$ cat src/rtl/fifo_pkg.sv
// fifo_pkg: FIFO controller state encodings and Gray-code helpers shared by both sides.
package fifo_pkg;
  typedef enum logic [1:0] {RUN, FLUSH, FLUSH_WAIT} state_t;
  function automatic logic [31:0] bin2gray(input logic [31:0] b);
    return b ^ (b >> 1);
  endfunction
  // XOR prefix from the MSB down; zero-extended upper bits leave the result unchanged
  function automatic logic [31:0] gray2bin(input logic [31:0] g);
    logic [31:0] b;
    b[31] = g[31];
    for (int i = 30; i >= 0; i--) b[i] = b[i+1] ^ g[i];
    return b;
  endfunction
endpackage

$ cat src/rtl/ptr_sync2.sv
// ptr_sync2: two-flop synchronizer for Gray-coded pointers crossing clock domains.
module ptr_sync2 #(
  parameter int W = 5
) (
  input  logic         clk,
  input  logic         rst_n,
  input  logic [W-1:0] d,
  output logic [W-1:0] q
);
  logic [W-1:0] meta;
  always_ff @(negedge clk or negedge rst_n)
    if (!rst_n) {q, meta} <= '0;
    else {q, meta} <= {meta, d};
endmodule

$ cat src/rtl/fifo_wr_ctrl.sv
// fifo_wr_ctrl: async FIFO write-side pointer, status flags and flush handshake.
module fifo_wr_ctrl
  import fifo_pkg::*;
#(
  parameter int ADDR_W        = 4,
  parameter int AF_MARGIN     = 2,
  parameter int FLUSH_TIMEOUT = 64
) (
  input  logic              clk,
  input  logic              rst_n,
  input  logic              wr_req,
  input  logic              flush_req,
  input  logic [ADDR_W:0]   rd_gray_ptr,
  output logic              wr_en,
  output logic [ADDR_W-1:0] wr_addr,
  output logic [ADDR_W:0]   wr_gray_ptr,
  output logic              full,
  output logic              almost_full,
  output logic              overflow,
  output logic              flush_done,
  output logic              flush_err
);
  localparam int PW = ADDR_W + 1;
  localparam int CW = $clog2(FLUSH_TIMEOUT);
  localparam logic [PW-1:0] DEPTH = PW'(1 << ADDR_W);
  state_t state, state_nxt;
  logic [PW-1:0] wr_bin, bin_nxt, rd_sync, rd_bin, used, free;
  logic [CW-1:0] cnt;
  logic timeout;
  ptr_sync2 #(.W(PW)) u_sync (.clk(clk), .rst_n(rst_n), .d(rd_gray_ptr), .q(rd_sync));
  assign rd_bin      = PW'(gray2bin(32'(rd_sync)));
  assign bin_nxt     = wr_bin + 1'b1;
  assign used        = wr_bin - rd_bin;
  assign free        = DEPTH - used;
  assign full        = wr_gray_ptr == {~rd_sync[PW-1 -: 2], rd_sync[PW-3:0]};
  assign almost_full = free <= PW'(AF_MARGIN);
  assign wr_en       = wr_req & ~full & (state == RUN);
  assign wr_addr     = wr_bin[ADDR_W-1:0];
  assign timeout     = cnt == CW'(FLUSH_TIMEOUT - 1);
  always_comb begin
    state_nxt = state;
    state_nxt = state == RUN   ? (flush_req ? FLUSH : RUN) :
                state == FLUSH ? FLUSH_WAIT :
                (rd_sync == '0 || timeout) ? RUN : FLUSH_WAIT;
  end
  always_ff @(negedge clk or negedge rst_n)
    if (!rst_n) begin
      state       <= RUN;
      wr_bin      <= '0;
      wr_gray_ptr <= '0;
      overflow    <= 1'b0;
      flush_err   <= 1'b0;
      flush_done  <= 1'b0;
      cnt         <= '0;
    end else begin
      state      <= state_nxt;
      flush_done <= state == FLUSH_WAIT && rd_sync == '0;
      cnt        <= state == FLUSH_WAIT ? cnt + 1'b1 : '0;
      if (state == FLUSH_WAIT && rd_sync != '0 && timeout) flush_err <= 1'b1;
      // a flush request wins over a same-cycle write: that write is dropped
      if (state == FLUSH) begin
        wr_bin      <= '0;
        wr_gray_ptr <= '0;
        overflow    <= 1'b0;
      end else if (wr_en && !flush_req) begin
        wr_bin      <= bin_nxt;
        wr_gray_ptr <= PW'(bin2gray(32'(bin_nxt)));
      end
      if (state == RUN && wr_req && full) overflow <= 1'b1;
    end
endmodule

$ cat config.mk
export PLATFORM = sky130hd
export DESIGN_NAME = fifo_wr_ctrl
export DESIGN_NICKNAME = d
export VERILOG_FILES = /design/src/rtl/fifo_pkg.sv /design/src/rtl/ptr_sync2.sv /design/src/rtl/fifo_wr_ctrl.sv
export SDC_FILE = /design/constraint.sdc
export NUM_CORES = 1
export LEC_CHECK = 0
export BUFFER_PORTS_ARGS = -buffer_cell sky130_fd_sc_hd__buf_2
export CAP_MARGIN = 10
export CORE_MARGIN = 2
export CORE_UTILIZATION = 28
export DETAILED_ROUTE_END_ITERATION = 12
export GPL_TIMING_DRIVEN = 0
export HOLD_SLACK_MARGIN = 0.06
export PLACE_DENSITY = 0.44
export SLEW_MARGIN = 30
export SYNTH_ARGS = -nofsm -noshare
export SYNTH_HDL_FRONTEND = slang
export SYNTH_SLANG_ARGS = --single-unit
$ cat constraint.sdc
create_clock -name clk -period 5.1 [get_ports clk]
set_input_delay 1.02 -clock clk [delete_from_list [all_inputs] [get_ports clk]]
set_output_delay 1.02 -clock clk [all_outputs]
set_load 0.005 [all_outputs]
==> results.md <==
Run status:
- The flow ran to the end, but the final reports show violations.
- The checks that failed: negative setup slack.

Worst setup path:
- In this design, the stage delay of the slowest critical-path cell is around 510 ps.
- The path type of the worst setup path is flop to output port.
- The slowest stage of the critical path belongs to the cell fa_2.
- The critical path goes through xor2_2 > xor2_1 > xor2_1 > xnor2_1 > ha_2 > inv_2 > ha_4 > inv_2 > fa_2 > o21ai_1 > nor3_1 > buf_2.
- The start point of the critical path is u_sync.q[3].
- For the worst setup path, the data arrival time is 5280 ps.
- The worst register-to-register path begins at u_sync.q[3].
- STA classifies the critical path endpoint as an output port.
- Of all nets on the critical path, the largest fanout is 3.
- Data on the critical path is required at its endpoint by 4080 ps.
- The worst setup path is launched from a flop.

Synth:
- The register area share after synthesis is 51.1%.
- The number of instances in the synthesized netlist is ~140.
- Summing every instance area after synthesis gives about 1500 sq um.
- The net count of the mapped netlist is 156.
- The count of distinct cell types in the synthesized netlist is 32.
- Counting flops and latches in the post-synthesis netlist gives 30.
- The fraction of synthesized cell area taken by the top area cell type is 51.1%.
- The warning count from the yosys run is 0.
- The biggest area contributor in the post-synthesis netlist is dfrtn_1.
- Dividing the synthesized area by the synthesized cell count gives between 10 and 15 sq um.
- Yosys attributes the largest share of cell area to dfrtn_1 51%, xnor2_1 8.3%, ha_1 7.7%.

Clock tree:
- CTS saw 30 sinks.
- The number of H-tree branching levels is 2.
- The tree is rooted in a clkbuf_8.
- The count of hold buffers inserted by post-cts repair is 0.
- In this run the deepest clock path goes through 2 buffers.
- The number of buffers added by the clock tree synthesis step is 5.
- The CTS tree is done.
- Clock-pin slew was measured on the worst setup and hold paths at roughly 40 ps.
- The clock reaches the later pin of the worst-skew pair after 280 ps.

Floorplan:
- For this configuration, the core starts out at a cell density of between 20% and 30%.
- The die covers 5850 sq um.
- The die boundary width is 76.5 microns.
- The total area inside the core boundary comes to 5070 sq um.
- The count of pins on the block boundary is 24.
- In this run the vertical extent of the chip is 76.5 microns.
- In this run the core area contains 26 standard-cell rows.

Timing:
- The final hold violation count is 0.
- At the pin with the least slew margin, the transition time is 657 ps.
- In the post-route analysis, the smallest setup slack over all paths is -1200 ps.
- For the final database, setup skew stands at 5.56 ps.
- Setup repair after global routing could not meet its margin everywhere.
- The worst slew slack as a fraction of its limit is 56.2%.
- The number of setup violations in the final report is 3.
- The final number of max-transition violations is 0.
- In the final timing run, aggregate negative setup slack is -1300 ps.

Routing:
- The total detailed-routing wirelength is 2930 microns.
- In this run the remaining antenna-violating nets after routing total 0.
- The routed layout has 1039 vias.
- The post-detailed-route DRC marker count is 0.
- The number of iterations in the first detailed-routing pass is 4.
- The routed wirelength normalized by instance count is approximately 12 microns.
- The first routing iteration left 34 violations.
- After detailed routing, the number of vias per cell comes to 4.28.

Hold path:
- In this run the worst hold path is classified as flop to flop.
- In this run the most critical hold path is launched from u_sync.meta[0].

GRT:
- Global routing used 11.0% of the available tracks across all layers.
- Summed over all layers, the global routing overflow is 0.
- The number of antenna violations at the first check in global routing came to 0.
- The via count of the first global-routing pass is 1077.
- Entering global routing, the biggest net connects 31 pins.
- The first global-routing pass estimated 5070 microns of wire.

Power and ir drop:
- The design draws 0.901 mW.
- The static leakage is 0.849 nW.
- Across the VDD grid, the largest voltage drop is 195 uV.
- For this design the ratio of total power to cell area is between 400 and 500 nW/um^2.

Place:
- Buffers placed on the I/O ports in this run total 23.
- The final weighted congestion of routability-driven global placement is 0.731.
- The detailed-placement wirelength estimate is between 2000 and 2500 microns.
- The number of placed instances, taps included is 230.

Job:
- The max capacitance violation total is 0.

Cells and area:
- Cells with a size suffix above 1 make up 27.2% of the layout.
- The net count of the finished layout is approximately 190.
- The post-layout utilization of the core is a little over a third.
- Compared with the post-synthesis result, the final layout area differs by 25.6%.
- 0 antenna diodes ended up in the layout.
- The number of cells in the finished layout apart from fillers is 243.
metrics by stage:
step | setup slack [ps] | cell area [sq um] | hold slack (ps)
CTS | -1270 | 1830 | 296
detailed placement | -1170 | 1670 | 296
global route | -1390 | 1850 | 299
finish | -1200 | 1850 | 296
floorplan | -785 | 1470 | 292
global placement | -1050 | 1670 | 296
routing by layer:
metal / track usage (%) / vias up / share of wire [%]
met5: 0 / - / 0
met2: 17.3 / 13 / 49
met3: 3.20 / 2 / 2.1
met1: 14.3 / 493 / 48
li1: - / 531 / -
met4: 3.82 / 0 / 0.62
worst paths after layout:
kind                             endpoint  slack (ps)  depth (start not counted)
min                           u_sync.q[0]         300                          0
max reg2reg                wr_gray_ptr[2]        3050                          6
max                           almost_full       -1200                         12
min reg2reg                   u_sync.q[0]         300                          0
min in group asynchronous       wr_bin[2]        3200                          1
max in group asynchronous     u_sync.q[4]        1440                          1
cells by family (layout without fill, tap and decap cells):
family / after synthesis / in the layout / synth area share, %
buffers and inverters: 14 / 50 / 3.57
and+or+nand+nor: 40 / 40 / 13.6
xor gates and xnor gates: 22 / 22 / 13.6
adders and majority gates: 10 / 10 / 9.02
AOI/OAI and AO/OA: 21 / 21 / 9.11
DFF: 30 / 30 / 51.1
power breakdown:
| part | internal [mW] | switching, mW | leakage [nW] |
|---|---|---|---|
| clock network | 0.0936 | 0.0783 | 0.0383 |
| logic | 0.196 | 0.192 | 0.427 |
| registers | 0.289 | 0.0528 | 0.384 |
| total | 0.578 | 0.323 | 0.849 |
flip-flops by register name (all words and copies together), names as in the netlist:
name and count:
cnt 6, u_sync.meta 5, u_sync.q 5, wr_gray_ptr 5, wr_bin 4, state 2, flush_done 1, flush_err 1
overflow 1
worst max-delay path: cells and delay by family, from the launching register on:
kind,cells,cell delay (ps)
buf+inv,3,250
flops,1,460
simple gates,1,120
fa+ha+maj,3,830
xor+xnor,4,750
compound gates,1,60
Yosys cell counts (all sizes together):
cell,n
and3,1
fa,1
o22ai,1
nand3,8
or4,1
nand4,1
a21oi,2
nor3,2
or3b,1
clkbuf,2
o21ai,8
a31oi,2
nor3b,1
nor2b,1
o21bai,1
ha,9
nand2b,4
o311ai,1
dfrtn,30
inv,12
xor2,7
and2,1
o211ai,2
nand2,6
a21o,1
xnor2,15
o31ai,3
nor2,13
placed cells by master, fill, tap and decap left out, drive strengths merged:
cell / count
or3b: 1
o21bai: 1
nand2b: 4
xor2: 7
inv: 12
or4: 1
a31oi: 2
fa: 1
a21oi: 2
and2: 1
xnor2: 15
nand2: 6
ha: 9
nor2: 13
nand3: 8
o31ai: 3
o22ai: 1
buf: 29
o21ai: 8
nor2b: 1
dfrtn: 30
nand4: 1
and3: 1
o311ai: 1
nor3: 2
a21o: 1
clkbuf: 9
nor3b: 1
o211ai: 2
what timing repair did:
action	in CTS	in global routing
setup buffers	5	1
gates cloned	0	0
pin swaps	5	7
gates resized for setup	10	3
setup endpoints to repair	2	3
final cells by class:
class                   count  area, sq um
plain buffers               2         7.51
clock buffers               7         76.3
inverters                  12         45.0
fillers                   545         3230
repair buffers             29          164
multi-input cells          93          716
flip-flops and latches     30          751
well taps                  70         87.6
No activity file was read; power rests on OpenSTA's default activity.
